[config.mk]
export PLATFORM = sky130hd
export DESIGN_NAME = prog_mem_ctrl_flat
export DESIGN_NICKNAME = d
export VERILOG_FILES = /design/src/rtl/prog_mem_ctrl_if.sv /design/src/rtl/prog_mem_ctrl.sv /design/src/flat_wrapper.sv
export SDC_FILE = /design/constraint.sdc
export NUM_CORES = 2
export LEC_CHECK = 0
export CAP_MARGIN = 20
export CORE_MARGIN = 2
export CORE_UTILIZATION = 54
export DETAILED_ROUTE_END_ITERATION = 16
export PLACE_DENSITY = 0.77
export SETUP_SLACK_MARGIN = 0.1
export SLEW_MARGIN = 20
export SYNTH_ARGS = -nofsm -noshare
export SYNTH_HDL_FRONTEND = slang
export SYNTH_SLANG_ARGS = --single-unit
[constraint.sdc]
create_clock -name CLOCK_50 -period 4.34 [get_ports CLOCK_50]
set_input_delay 1.085 -clock CLOCK_50 [delete_from_list [all_inputs] [get_ports CLOCK_50]]
set_output_delay 1.085 -clock CLOCK_50 [all_outputs]
set_load 0.03 [all_outputs]
[src/rtl/prog_mem_ctrl_if.sv]
// ---------------------------------------------------------------------------
// prog_mem_ctrl_if
// Request/response bus between a requester and the program memory controller.
//   RD, WR          : read / program-load request, held until Ready
//   BusDirecciones  : byte address of the access
//   BusDatosIn      : write data
//   BusDatos        : registered read data from the controller
//   Ready           : one-cycle completion pulse
//   Fault           : one-cycle error pulse, coincident with Ready
// Modports: master = requester side, slave = controller side.
// ---------------------------------------------------------------------------
interface prog_mem_ctrl_if #(
    parameter int DATAWIDTH_BUS = 32
);
    logic                     RD;
    logic                     WR;
    logic [DATAWIDTH_BUS-1:0] BusDirecciones;
    logic [DATAWIDTH_BUS-1:0] BusDatosIn;
    logic [DATAWIDTH_BUS-1:0] BusDatos;
    logic                     Ready;
    logic                     Fault;

    modport master (
        output RD, WR, BusDirecciones, BusDatosIn,
        input  BusDatos, Ready, Fault
    );

    modport slave (
        input  RD, WR, BusDirecciones, BusDatosIn,
        output BusDatos, Ready, Fault
    );
endinterface

[src/rtl/prog_mem_ctrl.sv]
// ---------------------------------------------------------------------------
// prog_mem_ctrl
// Word-addressed program memory behind a simple request bus. Each access is
// captured in IDLE, waits WAIT_STATES cycles, then completes in DONE with a
// one-cycle Ready pulse (plus Fault for misaligned, out-of-range or
// conflicting requests). Reads update the registered BusDatos; writes load a
// program word. Reset clears the whole memory to zero (the "fin" encoding).
// Ports:
//   CLOCK_50     : clock, all state changes on the rising edge
//   RESET_InLow  : asynchronous active-low reset
//   bus          : prog_mem_ctrl_if slave modport (RD, WR, BusDirecciones,
//                  BusDatosIn, BusDatos, Ready, Fault)
// ---------------------------------------------------------------------------
module prog_mem_ctrl #(
    parameter int                       DATAWIDTH_BUS = 32,
    parameter int                       MEM_DEPTH     = 64,
    parameter logic [DATAWIDTH_BUS-1:0] BASE_ADDR     = 32'h0000_0800,
    parameter int                       WAIT_STATES   = 1
) (
    input  logic           CLOCK_50,
    input  logic           RESET_InLow,
    prog_mem_ctrl_if.slave bus
);
    localparam int IDXW = (MEM_DEPTH > 1) ? $clog2(MEM_DEPTH) : 1;

    typedef enum logic [1:0] {IDLE, WAIT, DONE} stateT;

    stateT                    state;
    stateT                    nextState;
    logic [3:0]               waitCnt;
    logic                     startReq;
    logic                     enterDone;

    logic [DATAWIDTH_BUS-1:0] capAddr;
    logic [DATAWIDTH_BUS-1:0] capData;
    logic                     capRd;
    logic                     capWr;

    logic [DATAWIDTH_BUS-1:0] evalAddr;
    logic [DATAWIDTH_BUS-1:0] evalData;
    logic                     evalRd;
    logic                     evalWr;
    logic [DATAWIDTH_BUS-1:0] offset;
    logic [DATAWIDTH_BUS-1:0] wordIndex;
    logic [IDXW-1:0]          memIdx;
    logic                     accessFault;

    logic [DATAWIDTH_BUS-1:0] readData;
    logic [DATAWIDTH_BUS-1:0] mem [MEM_DEPTH];

    // With WAIT_STATES=0 the capture edge is also the edge entering DONE, so
    // the captured registers are not yet loaded; evaluate the live bus then.
    always_comb begin
        evalAddr = capAddr;
        evalData = capData;
        evalRd   = capRd;
        evalWr   = capWr;
        if (state == IDLE) begin
            evalAddr = bus.BusDirecciones;
            evalData = bus.BusDatosIn;
            evalRd   = bus.RD;
            evalWr   = bus.WR;
        end
    end

    // Below-base is checked separately so the subtraction cannot wrap into
    // a valid-looking index.
    always_comb begin
        offset      = evalAddr - BASE_ADDR;
        wordIndex   = offset >> 2;
        memIdx      = IDXW'(wordIndex);
        accessFault = (evalAddr[1:0] != 2'b00)
                    | (evalAddr < BASE_ADDR)
                    | (wordIndex >= DATAWIDTH_BUS'(MEM_DEPTH))
                    | (evalRd & evalWr);
    end

    always_comb begin
        nextState = state;
        startReq  = 1'b0;
        case (state)
            IDLE: begin
                if (bus.RD || bus.WR) begin
                    startReq  = 1'b1;
                    nextState = (WAIT_STATES == 0) ? DONE : WAIT;
                end
            end
            WAIT: begin
                if (waitCnt <= 4'd1) begin
                    nextState = DONE;
                end
            end
            DONE:    nextState = IDLE;
            default: nextState = IDLE;
        endcase
    end

    assign enterDone    = (nextState == DONE) && (state != DONE);
    assign bus.Ready    = (state == DONE);
    assign bus.Fault    = (state == DONE) && accessFault;
    assign bus.BusDatos = readData;

    always_ff @(posedge CLOCK_50 or negedge RESET_InLow) begin
        if (!RESET_InLow) begin
            state <= IDLE;
        end else begin
            state <= nextState;
        end
    end

    always_ff @(posedge CLOCK_50 or negedge RESET_InLow) begin
        if (!RESET_InLow) begin
            waitCnt <= 4'd0;
            capAddr <= '0;
            capData <= '0;
            capRd   <= 1'b0;
            capWr   <= 1'b0;
        end else if (startReq) begin
            waitCnt <= 4'(WAIT_STATES);
            capAddr <= bus.BusDirecciones;
            capData <= bus.BusDatosIn;
            capRd   <= bus.RD;
            capWr   <= bus.WR;
        end else if (state == WAIT && waitCnt != 4'd0) begin
            waitCnt <= waitCnt - 4'd1;
        end
    end

    // Memory and read data only change on the edge entering DONE, and never
    // for a faulting access.
    always_ff @(posedge CLOCK_50 or negedge RESET_InLow) begin
        if (!RESET_InLow) begin
            readData <= '0;
            for (int i = 0; i < MEM_DEPTH; i++) begin
                mem[i] <= '0;
            end
        end else if (enterDone && !accessFault) begin
            if (evalWr) begin
                mem[memIdx] <= evalData;
            end else if (evalRd) begin
                readData <= mem[memIdx];
            end
        end
    end
endmodule

[src/flat_wrapper.sv]
// flat-port wrapper written by rule: the top's interface ports become plain ports
module prog_mem_ctrl_flat 
#(
    parameter int                       DATAWIDTH_BUS = 32,
    parameter int                       MEM_DEPTH     = 64,
    parameter logic [DATAWIDTH_BUS-1:0] BASE_ADDR     = 32'h0000_0800,
    parameter int                       WAIT_STATES   = 1
)
  (CLOCK_50, RESET_InLow, bus_RD, bus_WR, bus_BusDirecciones, bus_BusDatosIn, bus_BusDatos, bus_Ready, bus_Fault);
  prog_mem_ctrl_if #(.DATAWIDTH_BUS(DATAWIDTH_BUS)) bus_i ();
  input  logic CLOCK_50;
  input  logic RESET_InLow;
  input wire logic [$bits(bus_i.RD)-1:0] bus_RD;
  input wire logic [$bits(bus_i.WR)-1:0] bus_WR;
  input wire logic [$bits(bus_i.BusDirecciones)-1:0] bus_BusDirecciones;
  input wire logic [$bits(bus_i.BusDatosIn)-1:0] bus_BusDatosIn;
  output wire logic [$bits(bus_i.BusDatos)-1:0] bus_BusDatos;
  output wire logic [$bits(bus_i.Ready)-1:0] bus_Ready;
  output wire logic [$bits(bus_i.Fault)-1:0] bus_Fault;
  assign bus_i.RD = bus_RD;
  assign bus_i.WR = bus_WR;
  assign bus_i.BusDirecciones = bus_BusDirecciones;
  assign bus_i.BusDatosIn = bus_BusDatosIn;
  assign bus_BusDatos = bus_i.BusDatos;
  assign bus_Ready = bus_i.Ready;
  assign bus_Fault = bus_i.Fault;
  prog_mem_ctrl #(.DATAWIDTH_BUS(DATAWIDTH_BUS), .MEM_DEPTH(MEM_DEPTH), .BASE_ADDR(BASE_ADDR), .WAIT_STATES(WAIT_STATES)) u_core (.CLOCK_50(CLOCK_50), .RESET_InLow(RESET_InLow), .bus(bus_i));
endmodule
==> impl_metrics.xml <==
<?xml version="1.0" encoding="UTF-8"?>
<metrics>
  <group name="global_route">
    <metric name="globalRouteOverflowTotal" unit="">0</metric>
    <metric name="grt_max_degree" unit="">154</metric>
    <metric name="grtUsageTotal" unit="%">37.8</metric>
    <metric name="grt_pass1_wl" unit="um">499000</metric>
    <metric name="antenna_found_initial" unit="">17</metric>
    <metric name="grt_pass1_vias" unit="">72400</metric>
  </group>
  <group name="sta">
    <metric name="relSlewSlack" unit="%">26.5</metric>
    <metric name="fmax" unit="MHz">215</metric>
    <metric name="final-max-slew-violation-count" unit="">0</metric>
    <metric name="final-setup-viol-count" unit="">1</metric>
    <metric name="final_period_minus_worst_setup_slack" unit="ns">4.65</metric>
    <metric name="period_share" unit="%">107</metric>
    <metric name="worstMarginPinSlew" unit="ns">1.08</metric>
    <metric name="hold_viol" unit="">0</metric>
    <metric name="worst_slack" unit="ns">-0.310</metric>
    <metric name="grt_setup_unrepaired" unit="">yes</metric>
    <metric name="fin_worst_skew" unit="ns">0.0486</metric>
  </group>
  <group name="critical_path">
    <metric name="endpoint_kind" unit="">primary output</metric>
    <metric name="crit_path_start_kind" unit="">register</metric>
    <metric name="critPathArrivalTime" unit="ns">3.57</metric>
    <metric name="required" unit="ns">3.25</metric>
    <metric name="critical_path_peak_fanout" unit="">6</metric>
    <metric name="r2r.worst_path.cells" unit="">16</metric>
    <metric name="critical_path_class" unit="">reg -&gt; out</metric>
  </group>
  <group name="job">
    <metric name="max_cap_viol_count" unit="">0</metric>
  </group>
  <group name="hold_path">
    <metric name="min_path_type" unit="">in -&gt; async</metric>
  </group>
  <group name="cts">
    <metric name="cts_tree" unit="">built</metric>
    <metric name="cts.sink_count" unit="">2152</metric>
    <metric name="insertion_delay" unit="ns">0.90</metric>
    <metric name="clk_pin_slew_worst_paths" unit="ns">0.07</metric>
    <metric name="cts.hold.buffers_added" unit="">0</metric>
    <metric name="htree_num_levels" unit="">4</metric>
    <metric name="total_clock_buffers_created_by_cts" unit="">211</metric>
    <metric name="cts_buffer_depth" unit="">3</metric>
    <metric name="ctsRootBufferMaster" unit="">sky130_fd_sc_hd__clkbuf_16</metric>
  </group>
  <group name="place">
    <metric name="placement.setup.worst_slack" unit="ns">-0.488</metric>
    <metric name="placed_cells" unit="">9717</metric>
    <metric name="portBuffers" unit="">101</metric>
    <metric name="place.gp.congestion" unit="">0.939</metric>
    <metric name="post-dp-hpwl" unit="um">217000</metric>
  </group>
  <group name="power">
    <metric name="power_leakage" unit="uW">0.0549</metric>
    <metric name="total_power" unit="uW">57500</metric>
    <metric name="max-vdd-ir-drop" unit="uV">735</metric>
    <metric name="power-per-cell-area" unit="nW/um2">506</metric>
  </group>
  <group name="yosys">
    <metric name="synth_fp_nets" unit="">7282</metric>
    <metric name="synthSimpleGateAreaFrac" unit="%">4.71</metric>
    <metric name="synth_enable_flop_cells" unit="">0</metric>
    <metric name="synth.top_cells.by_area" unit="">sky130_fd_sc_hd__dfrtp_1 56%, sky130_fd_sc_hd__mux2_2 23%, sky130_fd_sc_hd__a22oi_1 4.2%</metric>
    <metric name="synth_sequential_area_ratio" unit="%">56.2</metric>
    <metric name="synth_area" unit="um2">95900</metric>
    <metric name="synth_compound_area_share" unit="%">10.1</metric>
    <metric name="combinational_family_with_the_most_area_after_synthesis" unit="">multiplexers</metric>
    <metric name="synth_commonest_cells" unit="">2152 x sky130_fd_sc_hd__dfrtp_1, 1937 x sky130_fd_sc_hd__mux2_2, 540 x sky130_fd_sc_hd__a22oi_1, 448 x sky130_fd_sc_hd__nand2_1, 391 x sky130_fd_sc_hd__clkbuf_1</metric>
    <metric name="synth_ff_type" unit="">sky130_fd_sc_hd__dfrtp_1</metric>
    <metric name="yosys_warnings" unit="">0</metric>
    <metric name="mean_instance_size_in_the_synthesized_netlist" unit="um2">13.3</metric>
    <metric name="yosysMostFrequentCell" unit="">sky130_fd_sc_hd__dfrtp_1</metric>
    <metric name="synthDominantAreaCellType" unit="">sky130_fd_sc_hd__dfrtp_1</metric>
    <metric name="post_synth_mux_area_share" unit="%">25.4</metric>
    <metric name="synthDistinctLibCells" unit="">75</metric>
    <metric name="synthCells" unit="">7210</metric>
    <metric name="synth_fa_ha_area_share" unit="%">0.0522</metric>
    <metric name="synthXorXnorAreaFrac" unit="%">0.0731</metric>
    <metric name="synthDominantCellAreaShare" unit="%">56.2</metric>
    <metric name="async_reset_ff_share" unit="%">100</metric>
    <metric name="ys_ff_latch" unit="">2152</metric>
  </group>
  <group name="die">
    <metric name="pin_count" unit="">102</metric>
    <metric name="count_of_standard_cell_rows" unit="">154</metric>
    <metric name="fp.dieH" unit="um">425</metric>
    <metric name="core-area" unit="um2">176000</metric>
    <metric name="die_area" unit="um2">181000</metric>
    <metric name="die_x" unit="um">425</metric>
    <metric name="effective_utilization_at_floorplan" unit="%">54.4</metric>
  </group>
  <group name="route">
    <metric name="wl_per_cell" unit="um">34.0</metric>
    <metric name="detail_routed_via_count_per_cell" unit="">7.01</metric>
    <metric name="totalWireLength" unit="um">344000</metric>
    <metric name="firstDrtPassIters" unit="">9</metric>
    <metric name="ant_nets_after_route" unit="">0</metric>
    <metric name="vias" unit="">70900</metric>
    <metric name="drt_iter0_markers" unit="">10500</metric>
    <metric name="drc" unit="">0</metric>
  </group>
  <group name="final_layout">
    <metric name="num-nets-final" unit="">7669</metric>
    <metric name="layoutNonFillerInstCount" unit="">10100</metric>
    <metric name="share_of_layout_cells_above_drive_strength_1" unit="%">41.4</metric>
    <metric name="syn_to_final_growth" unit="%">18.5</metric>
  </group>
  <group name="outcome">
    <metric name="violated_checks" unit="">setup timing</metric>
    <metric name="run_status" unit="">finished, violations left</metric>
  </group>
</metrics>
-- power breakdown --
| group | switching (uW) | leakage, uW | total [uW] | internal (uW) |
|---|---|---|---|---|
| clock network | 8300 | 0.00359 | 19200 | 10900 |
| registers | 285 | 0.0299 | 20700 | 20400 |
| logic | 13200 | 0.0214 | 17600 | 4410 |
| total | 21800 | 0.0549 | 57500 | 35700 |
-- final cells by class --
type,instances,area [um2]
clock inverters,80,1100
multi-input cells,4341,39400
repair buffers,883,10000
fillers,12400,62700
well taps,2340,2930
flip-flops and latches,2152,53900
inverters,8,30.0
clock buffers,314,6220
diodes,8,20.0
-- routing by layer --
layer,global-route usage [%],up-vias,part of all wire [%]
li1,-,27600,-
met1,48.3,36800,36
met2,55.2,5157,43
met3,11.5,1413,12
met4,26.3,20,8.2
met5,0,-,0.040
-- sequential cells by signal, summed over array words and instances, names as in the netlist --
signal and count:
u_core.state 2, u_core.capRd 1, u_core.mem 2048, u_core.capAddr 32, u_core.capData 32, u_core.waitCnt 4
u_core.bus.BusDatos 32, u_core.capWr 1
-- critical path, stage by stage (launching register included) --
cell	delay (ns)
sky130_fd_sc_hd__dfrtp_2	0.48
sky130_fd_sc_hd__nor2_4	0.21
sky130_fd_sc_hd__mux2_4	0.34
sky130_fd_sc_hd__inv_2	0.07
sky130_fd_sc_hd__ha_4	0.14
sky130_fd_sc_hd__nor4b_4	0.25
sky130_fd_sc_hd__mux2_4	0.34
sky130_fd_sc_hd__nor4_4	0.20
sky130_fd_sc_hd__buf_4	0.16
sky130_fd_sc_hd__o2111ai_4	0.11
sky130_fd_sc_hd__o21a_4	0.24
sky130_fd_sc_hd__buf_6	0.13
-- path summary, 6_finish.rpt --
| path | startpoint | end | slack [ns] |
|---|---|---|---|
| max in group asynchronous | RESET_InLow | u_core.mem[641] | 2.73 |
| max | u_core.state[1] | bus_Fault | -0.31 |
| max reg2reg | u_core.state[1] | u_core.mem[1819] | 0.16 |
| min reg2reg | u_core.capData[2] | u_core.capData[2] | 0.48 |
| min in group CLOCK_50 | u_core.capData[2] | u_core.capData[2] | 0.48 |
| min | RESET_InLow | u_core.mem[1581] | 0.12 |
-- per-stage QoR --
step / TNS, ns / hold slack [ns] / cell area [um2] / utilization (%)
finish: -0.310 / 0.124 / 114000 / 64.4
global route: -0.417 / 0.141 / 114000 / 64.4
CTS: -0.325 / 0.146 / 113000 / 64.3
detailed placement: -747.71 / 0.462 / 106000 / 60.1
global placement: -877.90 / 0.457 / 106000 / 60.1
floorplan: 0 / 0.442 / 95900 / -
-- logic make-up (layout without fill, tap and decap cells) --
group                      after synthesis  count (layout)
DFF                                   2152            2152
xor gates and xnor gates                 8               8
muxes                                 2172            2172
and+or+nand+nor                        855             856
adders and majority gates                4               4
buffers and inverters                  718            1285
AOI/OAI and AO/OA                     1301            1301
other                                    0               8
-- repair_timing --
action                     CTS  global route
cloned                       0             1
pin swaps                    2             8
setup endpoints to repair    1            26
setup buffers                2             4
gates resized for setup     15             9
-- layout by cell type (no fill, tap or decap), drive strengths merged, types with 12 or more instances in the layout --
cell type,Yosys,final
a22o,126,126
a221oi,115,115
o22ai,29,29
inv,8,13
bufinv,0,16
clkdlybuf4s50,0,99
a41oi,19,19
a222oi,80,80
nand3,113,113
nand4,65,65
buf,319,783
o21a,12,12
nor2,59,59
clkbuf,391,315
a31oi,100,100
clkinv,0,53
a22oi,540,540
dfrtp,2152,2152
and3,14,14
nor4,29,29
nand2,448,448
a21oi,94,94
mux2,2105,2105
o21ai,111,111
mux2i,67,67
nor3,84,84
(Power assumes the default switching activity.)
